## src/rtl/axis_frame_gen.sv

```systemverilog
// axis_frame_gen
// Builds one AXI-Stream frame per accepted command and drives it to a
// downstream sink. The payload is seed, seed+1, ... (wrapping at the data
// width). The last beat carries tlast, and it carries tuser when the command
// was flagged bad.
//
// Ports
//   clk, rst_n           clock, synchronous active-low reset
//   cmd_*                command channel (valid/ready, len, id, dest, seed, bad)
//   m_axis_*             AXI-Stream master output (tkeep always all ones)
//   status_busy          high whenever the generator is not idle
//   status_frame_done    one-cycle pulse per completed (or zero-length) command
//   status_len_error     one-cycle pulse per zero-length command
//   status_frame_count   completed frames, wraps modulo 2^32
module axis_frame_gen #(
    parameter int                    DATA_WIDTH           = 8,
    parameter int                    KEEP_WIDTH           = DATA_WIDTH / 8,
    parameter int                    ID_WIDTH             = 8,
    parameter int                    DEST_WIDTH           = 8,
    parameter int                    USER_WIDTH           = 1,
    parameter logic [USER_WIDTH-1:0] USER_BAD_FRAME_VALUE = 1'b1,
    parameter int                    LEN_WIDTH            = 16,
    parameter int                    IFG_CYCLES           = 0
) (
    input  logic                  clk,
    input  logic                  rst_n,
    input  logic                  cmd_valid,
    output logic                  cmd_ready,
    input  logic [LEN_WIDTH-1:0]  cmd_len,
    input  logic [ID_WIDTH-1:0]   cmd_id,
    input  logic [DEST_WIDTH-1:0] cmd_dest,
    input  logic [DATA_WIDTH-1:0] cmd_seed,
    input  logic                  cmd_bad,
    output logic [DATA_WIDTH-1:0] m_axis_tdata,
    output logic [KEEP_WIDTH-1:0] m_axis_tkeep,
    output logic                  m_axis_tvalid,
    input  logic                  m_axis_tready,
    output logic                  m_axis_tlast,
    output logic [ID_WIDTH-1:0]   m_axis_tid,
    output logic [DEST_WIDTH-1:0] m_axis_tdest,
    output logic [USER_WIDTH-1:0] m_axis_tuser,
    output logic                  status_busy,
    output logic                  status_frame_done,
    output logic                  status_len_error,
    output logic [31:0]           status_frame_count
);

    typedef enum logic [1:0] {
        ST_IDLE = 2'd0,
        ST_SEND = 2'd1,
        ST_GAP  = 2'd2
    } state_t;

    localparam logic [LEN_WIDTH-1:0]  LEN_ZERO  = {LEN_WIDTH{1'b0}};
    localparam logic [LEN_WIDTH-1:0]  LEN_ONE   = LEN_WIDTH'(1);
    localparam logic [15:0]           GAP_LAST  = 16'((IFG_CYCLES > 0) ? (IFG_CYCLES - 1) : 0);
    localparam logic [USER_WIDTH-1:0] USER_GOOD = {USER_WIDTH{1'b0}};

    state_t                state_r, state_s;
    logic [LEN_WIDTH-1:0]  len_r, len_s;
    logic [LEN_WIDTH-1:0]  beat_cnt_r, beat_cnt_s;
    logic [DATA_WIDTH-1:0] seed_r, seed_s;
    logic                  bad_r, bad_s;
    logic [15:0]           gap_cnt_r, gap_cnt_s;
    logic [DATA_WIDTH-1:0] tdata_r, tdata_s;
    logic                  tvalid_r, tvalid_s;
    logic                  tlast_r, tlast_s;
    logic [ID_WIDTH-1:0]   tid_r, tid_s;
    logic [DEST_WIDTH-1:0] tdest_r, tdest_s;
    logic [USER_WIDTH-1:0] tuser_r, tuser_s;
    logic                  cmd_ready_r, cmd_ready_s;
    logic                  busy_r, busy_s;
    logic                  done_r, done_s;
    logic                  len_err_r, len_err_s;
    logic [31:0]           count_r, count_s;

    // Next-state and next-output logic; every output register is loaded from here.
    always_comb begin
        state_s     = state_r;
        len_s       = len_r;
        beat_cnt_s  = beat_cnt_r;
        seed_s      = seed_r;
        bad_s       = bad_r;
        gap_cnt_s   = gap_cnt_r;
        tdata_s     = tdata_r;
        tvalid_s    = tvalid_r;
        tlast_s     = tlast_r;
        tid_s       = tid_r;
        tdest_s     = tdest_r;
        tuser_s     = tuser_r;
        cmd_ready_s = cmd_ready_r;
        done_s      = 1'b0;
        len_err_s   = 1'b0;
        count_s     = count_r;

        case (state_r)
            ST_IDLE: begin
                if (cmd_valid && cmd_ready_r) begin
                    if (cmd_len == LEN_ZERO) begin
                        // Nothing to send: report and stay ready for the next command.
                        done_s    = 1'b1;
                        len_err_s = 1'b1;
                    end else begin
                        // Load the first beat directly so it appears the cycle after accept.
                        state_s     = ST_SEND;
                        len_s       = cmd_len;
                        seed_s      = cmd_seed;
                        bad_s       = cmd_bad;
                        beat_cnt_s  = LEN_ZERO;
                        tvalid_s    = 1'b1;
                        tdata_s     = cmd_seed;
                        tlast_s     = (cmd_len == LEN_ONE);
                        tuser_s     = ((cmd_len == LEN_ONE) && cmd_bad) ? USER_BAD_FRAME_VALUE : USER_GOOD;
                        tid_s       = cmd_id;
                        tdest_s     = cmd_dest;
                        cmd_ready_s = 1'b0;
                    end
                end else begin
                    cmd_ready_s = 1'b1;
                end
            end
            ST_SEND: begin
                if (tvalid_r && m_axis_tready) begin
                    if (tlast_r) begin
                        tvalid_s = 1'b0;
                        tlast_s  = 1'b0;
                        tuser_s  = USER_GOOD;
                        done_s   = 1'b1;
                        count_s  = count_r + 32'd1;
                        if (IFG_CYCLES > 0) begin
                            state_s   = ST_GAP;
                            gap_cnt_s = 16'd0;
                        end else begin
                            state_s     = ST_IDLE;
                            cmd_ready_s = 1'b1;
                        end
                    end else begin
                        // Precompute the following beat from the advanced counter.
                        beat_cnt_s = beat_cnt_r + LEN_ONE;
                        tdata_s    = seed_r + DATA_WIDTH'(beat_cnt_s);
                        tlast_s    = (beat_cnt_s == (len_r - LEN_ONE));
                        tuser_s    = ((beat_cnt_s == (len_r - LEN_ONE)) && bad_r) ? USER_BAD_FRAME_VALUE : USER_GOOD;
                    end
                end else begin
                    tvalid_s = tvalid_r;
                end
            end
            ST_GAP: begin
                if (gap_cnt_r == GAP_LAST) begin
                    state_s     = ST_IDLE;
                    cmd_ready_s = 1'b1;
                end else begin
                    gap_cnt_s = gap_cnt_r + 16'd1;
                end
            end
            default: begin
                state_s     = ST_IDLE;
                tvalid_s    = 1'b0;
                tlast_s     = 1'b0;
                tuser_s     = USER_GOOD;
                cmd_ready_s = 1'b1;
            end
        endcase

        busy_s = (state_s != ST_IDLE);
    end

    // State and output registers with synchronous active-low reset.
    always_ff @(posedge clk) begin
        if (!rst_n) begin
            state_r     <= ST_IDLE;
            len_r       <= LEN_ZERO;
            beat_cnt_r  <= LEN_ZERO;
            seed_r      <= {DATA_WIDTH{1'b0}};
            bad_r       <= 1'b0;
            gap_cnt_r   <= 16'd0;
            tdata_r     <= {DATA_WIDTH{1'b0}};
            tvalid_r    <= 1'b0;
            tlast_r     <= 1'b0;
            tid_r       <= {ID_WIDTH{1'b0}};
            tdest_r     <= {DEST_WIDTH{1'b0}};
            tuser_r     <= USER_GOOD;
            cmd_ready_r <= 1'b1;
            busy_r      <= 1'b0;
            done_r      <= 1'b0;
            len_err_r   <= 1'b0;
            count_r     <= 32'd0;
        end else begin
            state_r     <= state_s;
            len_r       <= len_s;
            beat_cnt_r  <= beat_cnt_s;
            seed_r      <= seed_s;
            bad_r       <= bad_s;
            gap_cnt_r   <= gap_cnt_s;
            tdata_r     <= tdata_s;
            tvalid_r    <= tvalid_s;
            tlast_r     <= tlast_s;
            tid_r       <= tid_s;
            tdest_r     <= tdest_s;
            tuser_r     <= tuser_s;
            cmd_ready_r <= cmd_ready_s;
            busy_r      <= busy_s;
            done_r      <= done_s;
            len_err_r   <= len_err_s;
            count_r     <= count_s;
        end
    end

    assign cmd_ready          = cmd_ready_r;
    assign m_axis_tdata       = tdata_r;
    assign m_axis_tkeep       = {KEEP_WIDTH{1'b1}};
    assign m_axis_tvalid      = tvalid_r;
    assign m_axis_tlast       = tlast_r;
    assign m_axis_tid         = tid_r;
    assign m_axis_tdest       = tdest_r;
    assign m_axis_tuser       = tuser_r;
    assign status_busy        = busy_r;
    assign status_frame_done  = done_r;
    assign status_len_error   = len_err_r;
    assign status_frame_count = count_r;

endmodule

```

## config.mk

```make
export PLATFORM = sky130hd
export DESIGN_NAME = axis_frame_gen
export DESIGN_NICKNAME = d
export VERILOG_FILES = /design/src/rtl/axis_frame_gen.sv
export SDC_FILE = /design/constraint.sdc
export NUM_CORES = 1
export LEC_CHECK = 0
export ABC_AREA = 1
export BUFFER_PORTS_ARGS = -buffer_cell sky130_fd_sc_hd__clkbuf_2
export CAP_MARGIN = 20
export CORE_MARGIN = 3
export CORE_UTILIZATION = 48
export CTS_BUF_LIST = sky130_fd_sc_hd__clkbuf_4 sky130_fd_sc_hd__clkbuf_8
export CTS_CLUSTER_DIAMETER = 30
export DETAILED_ROUTE_END_ITERATION = 8
export HOLD_SLACK_MARGIN = 0.06
export PLACE_DENSITY = 0.7
export SYNTH_ARGS = -nofsm -noshare
export SYNTH_HDL_FRONTEND = slang
export SYNTH_SLANG_ARGS = --single-unit
```

## constraint.sdc

```tcl
create_clock -name clk -period 4.5 [get_ports clk]
set_input_delay 0.9 -clock clk [delete_from_list [all_inputs] [get_ports clk]]
set_output_delay 0.9 -clock clk [all_outputs]
set_load 0.05 [all_outputs]
```

=== After elaboration in Yosys (flattened, before gate mapping) ===
Index checks and enable logic that the tools add are counted.

* Register bits after elaboration: 122
* Input port bits: 45
* Logic and storage cells: 97

* Add/subtract/negate cells: 5
* Eq/ne operators: 11
* Muxes and demuxes: 44
* Bitwise logic cells: 3
* Reduce and logical (&&, ||, !) cells: 17

{| class="wikitable"
|+ Operator list
! operator !! number
|-
| 16-bit two-way mux || 4
|-
| 16-bit by 1-bit adder with 16-bit output (second input constant) || 2
|-
| 32-bit by 1-bit adder with 32-bit output (second input constant) || 1
|-
| 16-bit logical NOT || 2
|-
| 8-bit two-way mux || 4
|-
| 16-bit case mux with 2 select lines || 1
|-
| 1-bit two-way mux || 23
|-
| 16-bit by 1-bit equality test with 1-bit output (second input constant) || 1
|-
| 16-bit equality test || 1
|-
| 8-bit case mux with 2 select lines || 1
|-
| 16-bit by 1-bit subtractor with 16-bit output (second input constant) || 1
|-
| 2-bit inequality test (second input constant) || 6
|-
| 1-bit case mux with 3 select lines || 4
|-
| 2-bit two-way mux || 5
|-
| 5-bit AND reduction || 2
|-
| 8-bit adder || 1
|-
| 4-bit AND reduction || 2
|-
| 2-bit case mux with 3 select lines || 1
|-
| 3-bit AND reduction || 2
|-
| 1-bit logical AND || 4
|-
| 2-bit AND reduction || 2
|-
| 2-bit nonzero test || 2
|-
| 3-bit inequality test (second input constant) || 1
|-
| 1-bit NOT || 3
|-
| other kinds (4) || 4
|}

=== Logic depth before layout (Yosys ltp) ===
Gate-level depths: netlist of run 1.

* Depth after elaboration: 7
* Depth in mapped cells: 17
* Gate-level depth less buffers: 17

=== Worst setup path after synthesis of run 1 ===
Ideal clock, no wire load.

* Path type: input -> register
* From: input port cmd_len[8]
* To: register beat_cnt_r[13]
* Library setup time: 0.132 ns
* Arrival time: 2.134 ns
* Data required time: 4.368 ns
* Slack: 2.234 ns
* Stages: 12
* Buffers on the path: 1
* Cells stage by stage: nor4_1 -> and2_1 -> nand2_1 -> nand2_2 -> nand2_4 -> o21ai_2 -> inv_1 -> nand2_1 -> inv_1 -> clkbuf_1 -> nand2_1 -> a21oi_1

* Word-level cells in the longest chain between the ends: 3

{| class="wikitable"
|+ Ends and longest elaborated chain
! element !! RTL line !! RTL
|-
| start: declaration || 29 || <nowiki>input logic [LEN_WIDTH-1:0] cmd_len,</nowiki>
|-
| 16-bit logical NOT || 99 || <nowiki>if (cmd_len == LEN_ZERO) begin</nowiki>
|-
| 2-bit inequality test (no line) || n/a ||
|-
| 5-bit AND reduction (no line) || n/a ||
|-
| end signal: assignment || 191 || <nowiki>beat_cnt_r <= beat_cnt_s;</nowiki>
|-
| end: declaration || 61 || <nowiki>logic [LEN_WIDTH-1:0] beat_cnt_r, beat_cnt_s;</nowiki>
|}

No other way between the ends.
A chain may end at the register's enable or synchronous reset.

=== Worst setup path in the final report of run 1 ===
* From: input port cmd_len[8]
* To: register tdest_r[2], in the netlist m_axis_tdest[2]

* Word-level cells in the longest chain between the ends: 3

{| class="wikitable"
|+ Ends and longest elaborated chain
! element !! RTL line !! RTL
|-
| 16-bit logical NOT || 99 ||
|-
| 1-bit NOT (no line) || n/a ||
|-
| 3-bit AND reduction (no line) || n/a ||
|-
| end signal: assignment || 181 || <nowiki>tdest_r <= {DEST_WIDTH{1'b0}};</nowiki>
|-
| end signal: assignment || 199 || <nowiki>tdest_r <= tdest_s;</nowiki>
|-
| end: declaration || 69 || <nowiki>logic [DEST_WIDTH-1:0] tdest_r, tdest_s;</nowiki>
|}

No other way between the ends.

==> results of run 1 <==
==> cell type report <==
type | instances | area (um2)
clock buffers | 18 | 248
clock inverters | 14 | 186
fillers | 1329 | 5640
inverters | 111 | 417
multi-input cells | 745 | 3660
flip-flops and latches | 122 | 2440
well taps | 176 | 220
repair buffers | 113 | 581
==> registers in the layout, indices dropped and copies added (netlist names), 2 cells and up <==
| name | flops |
|---|---|
| m_axis_tdest | 8 |
| state_r | 2 |
| seed_r | 8 |
| status_frame_count | 32 |
| beat_cnt_r | 16 |
| len_r | 16 |
| gap_cnt_r | 16 |
| m_axis_tdata | 8 |
| m_axis_tid | 8 |
==> worst min-delay path, delay by kind of cell (launching register included) <==
family,cells,cell delay (ns)
DFF,1,0.31
AOI/OAI and AO/OA,1,0.05
and+or+nand+nor,1,0.06
==> Yosys cell counts (6+ instances only) <==
cell / n
nor2_1: 107
nand3_1: 76
nand2_1: 269
inv_2: 7
dfxtp_1: 122
nand4_1: 16
nor3_1: 26
xnor2_1: 7
xor2_1: 14
nor4_1: 6
ha_1: 12
buf_2: 7
inv_1: 103
nor2_2: 6
clkbuf_1: 15
nand2_2: 8
a21oi_1: 97
o21ai_0: 58
==> worst max-delay path by stage <==
stage                     startpoint                            to  slack, ns  cells past startpoint
final                     cmd_len[8]  m_axis_tdest[2]$_SDFFE_PN0P_       1.65                     10
after global placement    cmd_len[8]    m_axis_tid[2]$_SDFFE_PN0P_       1.28                     10
after floorplan           cmd_len[8]   beat_cnt_r[13]$_SDFFE_PN0P_       2.23                     12
after CTS                 cmd_len[8]  m_axis_tdest[2]$_SDFFE_PN0P_       1.68                     10
after global routing      cmd_len[8]        seed_r[6]$_SDFFE_PN0P_       1.45                     10
after detailed placement  cmd_len[8]  m_axis_tdest[2]$_SDFFE_PN0P_       1.21                     10
==> layer usage <==
metal  global-route usage  up-vias  wire (um)
met2                0.373      136       8240
met3               0.0500       17        794
met5                    0        -          0
met4               0.0692        0        226
met1                0.291     3049       7580
li1                     -     3487          -
==> cells by family (layout without fill, tap and decap cells) <==
group                      count (synthesis)  in the layout
DFF                                      122            122
buffers and inverters                    141            256
other                                      1              1
adders and majority gates                 13             13
xor gates and xnor gates                  21             21
AOI/OAI and AO/OA                        172            172
and+or+nand+nor                          538            538
==> power by group <==
part           leakage [nW]  internal, mW  switching [mW]
clock network         0.206         0.576           0.481
logic                  2.08         0.171           0.428
registers             0.994          1.14          0.0464
==> impl_results.md, run 1 <==
- Largest net degree at the start of global routing: 50
- Post-synthesis sequential area ratio: 0.366
- Antenna-violating nets left: 0
- Syn_nets: roughly 1100
- RePlAce Congestion: roughly 0.86
- Layout Utilization: 0.579
- Reg-to-reg slack, setup: ~1.8 ns
- I/O Buffers: 107
- CTS Buffer Depth: 2
- Area share of fa/ha/maj cells after synthesis: 0.0255
- Wire per inst: around 13 um
- Share of layout cells above drive strength 1: 0.168
- CP required: 4.87 ns
- Max Fclk: between 300 and 400 MHz
- Xor/xnor cell area share of the yosys netlist: 0.0276
- WHS Path Cells: 2
- Startpoint Class: primary input
- Antenna diode count: 0
- #FFs+latches synth: 122
- Global-route wire length before repair: around 28000 um
- PostCTS Resize Cnt: 0
- Synth Area in Compound Gates: 0.136
- Die X-Extent: between 100 and 150 um
- CTS Hold Buffers Added: 0
- Setup slack after layout: ~1.7 ns
- Core box area: around 0.013 mm2
- Vias: 6689
- DP Area: 0.00732 mm2
- Largest stage delay, worst path: approximately 0.73 ns
- Initial DRC count: about 440
- Setup violations, final: 0
- Multiplexer area fraction after synthesis: 0
- Post-CTS setup buffers: 0
- Highest-count cells in the layout ignoring fill and taps: nand2_1 (268), dfxtp_1 (122), nor2_1 (107), clkbuf_2 (107), inv_1 (102)
- Status: completed
- Simple-Gate Fraction of Synth Area: 0.360
- Fin Setup TNS: 0 ns
- Vias per cell: 5.15
- Cell leakage power: 3.28 nW
- CP arrival: approximately 3.2 ns
- Synthesized area: around 0.0067 mm2
- Critical path's slowest cell: nand2_2
- Number of flops mapped to enable cells by yosys: 0
- Final Hold Fails: 0
- Slew @ Worst Pin: 1.07 ns
- Commonest non-fill, non-tap cell in the layout: nand2_1
- Worst-path clk slew: 0.08 ns
- CTS tree: done
- Worst hold path type: flop to flop
- Critical path endpoint category: flop
- Die area: roughly 0.015 mm2
- Clock sinks: ~120
- Layout Cells excl Fill: between 1000 and 1500
- Reg2reg end: m_axis_tdata[7]$_SDFFE_PN0P_
- Die Height: 124 um
- Nets: 1168
- Post-route clock period utilization: 0.633
- Maximum VDD drop: just under 200 uV
- Final Critical Period: between 2 and 3 ns
- Crit Path Class: primary input to flop
- RSZ-0062 raised after global routing: no
- Worst path top cell family by delay: simple AND/OR/NAND/NOR gates
- Root Buffer: clkbuf_8
- Area share of the largest cell type after synthesis: 0.366
- Reg2reg path depth: 14
- Fraction of registers with async set/reset: 0
- Bufs and invs on worst path: 2
- GRT Residual Overflow: 0
- Post-Syn Area per Cell: ~6.6 um2
- Clock skew: roughly 0.0096 ns
- YS warnings: 0
- DRT Pass-1 Iters: 5
- Dpl hpwl: 12400 um
- Hold path endpoint: m_axis_tid[4]$_SDFFE_PN0P_
- Post-synth cell types: 43
- Vias in the first global route: approximately 5800
- Main combinational cell family by area after synthesis: simple AND/OR/NAND/NOR gates
- Prevailing post-synth register cell: dfxtp_1
- Initial core utilization: 0.497
- Rows: 42
- Power after layout: 2.84 mW
- Max Cap Viol: 0
- Final instance area: 0.00776 mm2
- Hold Slack: between 0.4 and 0.5 ns
- Cells after Synth: about 1000
- Pre-CTS setup slack: roughly 1.2 ns
- Post-route DRC: 0
- Sequence of cells on the critical path: clkbuf_2 -> nor4_1 -> and2_1 -> nand2_1 -> nand2_2 -> nand2_4 -> nand2_2 -> buf_4 -> nand2_1 -> a21oi_1
- Crit Reg-Reg Startpoint: beat_cnt_r[0]$_SDFFE_PN0P_
- Total GRT Usage: 0.225
- Area contributors post-synth: dfxtp_1 (37%), nand2_1 (15%), a21oi_1 (7.3%)
- Hold Startpoint: m_axis_tid[4]$_SDFFE_PN0P_
- H-tree depth: 4
- Initial antenna violation count: 0
- Final-report max-slew violation count: 0
- Area Growth Syn to Fin: 16.4%
- I/O pins: between 100 and 150
- TritonCTS Buffers: 17
- PD cells: around 370 mW/mm2
- Worst skew pair latency: between 0.4 and 0.5 ns
- Cells after DPL: around 1300
- Total Wirelength: between 15000 and 20000 um
- Max_slew headroom: 0.289
- CP max FO: 49
- Post-synth top area cell: dfxtp_1
Power figures use the tool's default switching activity.
==> run 2: changes to the inputs <==
--- a/config.mk
+++ b/config.mk
@@ -5,7 +5,7 @@
 export SDC_FILE = /design/constraint.sdc
 export NUM_CORES = 1
 export LEC_CHECK = 0
-export ABC_AREA = 1
+export ABC_AREA = 0
 export BUFFER_PORTS_ARGS = -buffer_cell sky130_fd_sc_hd__clkbuf_2
 export CAP_MARGIN = 20
 export CORE_MARGIN = 3
==> constraint.sdc (replaced) <==
create_clock -name clk -period 2.7 [get_ports clk]
set_input_delay 0.54 -clock clk [delete_from_list [all_inputs] [get_ports clk]]
set_output_delay 0.54 -clock clk [all_outputs]
set_load 0.05 [all_outputs]
==> impl_results.md, run 2 <==
- Status: completed
- Antenna diode count: 0
- Vias: 5671
- Crit Path Class: flop to flop
- H-tree depth: 4
- Vias per cell: between 5 and 6
- Hold Slack: 0.311 ns
- Simple-Gate Fraction of Synth Area: 0.272
- Largest net degree at the start of global routing: 60
- Startpoint Class: flop
- Clk network pwr share: 0.395
- CP max FO: 6
- Post-Syn Area per Cell: approximately 8.0 um2
- Worst skew pair latency: about 0.44 ns
- Bufs and invs on worst path: 0
- Fillers: approximately 1100
- Die area: around 0.014 mm2
- Number of flops mapped to enable cells by yosys: 0
- Highest-count cells in the layout ignoring fill and taps: nand2_1 (121), dfxtp_1 (121), clkbuf_2 (107), a21oi_1 (77), nor2_1 (73)
- Share of layout cells above drive strength 1: 0.215
- Setup violations, final: 0
- Die X-Extent: about 120 um
- Clock sinks: between 100 and 150
- Main combinational cell family by area after synthesis: simple AND/OR/NAND/NOR gates
- Power after layout: ~4.4 mW
- Register area: 0.00244 mm2
- Clock skew: 0.0124 ns
- Global-route wire length before repair: ~26000 um
- Final-report max-slew violation count: 0
- Power share of the combinational group: 0.169
- Post-synth top area cell: dfxtp_1
- Area share of the largest cell type after synthesis: 0.406
- Max Fclk: slightly below 400 MHz
- Max_slew headroom: 0.569
- Worst path top cell family by delay: simple AND/OR/NAND/NOR gates
- Total Wirelength: between 15000 and 20000 um
- RePlAce Congestion: slightly below 0.9
- Vias in the first global route: roughly 5600
- Initial core utilization: 0.497
- Rows: 40
- Max Cap Viol: 0
- Sw Pwr: between 1 and 1.5 mW
- Footprint of the multi-input gates: 0.00341 mm2
- Layout Cells excl Fill: 1047
- #FFs+latches synth: around 120
- Syn_nets: between 800 and 900
- Xor/xnor cell area share of the yosys netlist: 0.116
- PD cells: 600 mW/mm2
- Post-synthesis sequential area ratio: 0.406
- Count leader, synth: dfxtp_1
- CTS Buffer Depth: 2
- CTS tree: done
- Cells after DPL: between 1000 and 1500
- Synth cell count leaders: dfxtp_1 (122), nand2_1 (121), a21oi_1 (78), nor2_1 (73), xnor2_1 (51)
- Area share of fa/ha/maj cells after synthesis: 0.0283
- Initial DRC count: 280
- Cells after Synth: around 750
- Area contributors post-synth: dfxtp_1 (41%), nand2_1 (7.5%), xnor2_1 (7.4%)
- Wire per inst: 15.3 um
- Sw frac: 0.287
- Internal power: roughly 3.1 mW
- Final Hold Fails: 0
- CP required: approximately 3.1 ns
- Cell leakage power: approximately 2.9 nW
- Total GRT Usage: 0.232
- Synth Area in Compound Gates: 0.137
- Multiplexer area fraction after synthesis: 0.00333
- Initial antenna violation count: 0
- Dpl hpwl: ~12000 um
- Core box area: 0.0121 mm2
- Slew @ Worst Pin: around 0.65 ns
- Post-synth cell types: 57
- Area Growth Syn to Fin: 22.0%
- I/O pins: around 110
- RSZ-0062 raised after global routing: no
- Root Buffer: clkbuf_8
- Worst-path clk slew: around 0.08 ns
- I/O Buffers: 107
- Antenna-violating nets left: 0
- GRT Residual Overflow: 0
- Post-route clock period utilization: 0.957
- Part of the power in registers: 0.436
- CP arrival: about 3 ns
- Sequence of cells on the critical path: or4_4 -> or4_4 -> nor4b_2 -> nor3_1 -> nor4b_2 -> nand4_1 -> a21oi_2
- Prevailing post-synth register cell: dfxtp_1
- Critical path's slowest cell: or4_4
- CTS Hold Buffers Added: 0
- Worst hold path type: primary input to flop
- Die Height: 118 um
- Maximum VDD drop: between 300 and 400 uV
- Fraction of registers with async set/reset: 0
- Largest stage delay, worst path: 0.59 ns
- TritonCTS Buffers: 17
- Critical path endpoint category: flop
- Final Critical Period: 2.58 ns
- YS warnings: 0
- Nets: approximately 930
- DRT Pass-1 Iters: 5
- Synthesized area: around 0.0060 mm2
- Max reg flops: 32
- Post-route DRC: 0
- Post-CTS setup buffers: 0
==> run 2: cell count changes after synthesis, moves of 14 or more <==
cell      previous run  this run
nand2_1            269       121
inv_1              103        16
nand3_1             76        27
xnor2_1              7        51
nor2_1             107        73
o21ai_0             58        24
a21oi_1             97        78
clkbuf_1            15        33
or3_1                0        14
==> run 2: path summary, 6_finish.rpt <==
kind / start / to / slack (ns) / cells past startpoint
hold / removal: cmd_dest[4] / m_axis_tdest[4]$_SDFFE_PN0P_ / 0.31 / 3
hold reg to reg: seed_r[0]$_SDFFE_PN0P_ / seed_r[0]$_SDFFE_PN0P_ / 0.46 / 2
setup reg to reg: len_r[5]$_SDFFE_PN0P_ / m_axis_tlast$_SDFFE_PN0P_ / 0.12 / 7
setup / recovery: len_r[5]$_SDFFE_PN0P_ / m_axis_tlast$_SDFFE_PN0P_ / 0.12 / 7
==> run 2: timing repair <==
| item | in CTS | in global routing |
|---|---|---|
| gates resized for setup | 1 | 11 |
| endpoints found under the setup margin | 2 | 3 |
| pin swaps | 0 | 2 |
==> run 2: tightest hold or removal path: stages <==
cell and delay [ns]:
clkbuf_2 0.08, nand2_1 0.04, a21oi_1 0.05
==> run 2: metrics by stage <==
step                       util  setup WS, ns  area [um2]  TNS, ns
after floorplan               -         0.156        6020        0
after global placement    0.568        0.0727        6880        0
after detailed placement  0.568       -0.0171        6880  -0.0277
after CTS                 0.603         0.108        7300        0
after global routing      0.606       0.00202        7340        0
final                     0.606         0.116        7340        0
==> run 2: cell families after synthesis <==
logic type,after synthesis
flip-flops,122
adder cells (fa/ha/maj),13
multiplexers,2
buffers and inverters,54
other,1
AND/OR/NAND/NOR,338
XOR/XNOR,78
AO/OA/AOI/OAI,141
==> run 2: layer usage <==
metal | GRT usage | vias up | routed length, um
met4 | 0.0835 | 0 | 282
met1 | 0.273 | 2657 | 6840
met3 | 0.0745 | 20 | 1030
met2 | 0.396 | 146 | 7820
met5 | 0 | - | 0
li1 | - | 2848 | -
==> run 2: power by group through the flow <==
stage,clock [mW],combinational (mW),sequential (mW)
floorplan,0,0.399,2.07
global placement,0,0.716,1.96
detailed placement,0,0.729,1.96
CTS,1.77,0.735,1.92
global route,1.84,0.812,1.93
finish,1.74,0.745,1.92
==> run 2: cell type report <==
type / count / share of cell area
Multi-Input combinational cell: 573 / 0.464
Tap cell: 168 / 0.0286
Clock inverter: 12 / 0.0237
Timing Repair Buffer: 138 / 0.110
Sequential cell: 122 / 0.333
Clock buffer: 18 / 0.0329
Inverter: 16 / 0.00818
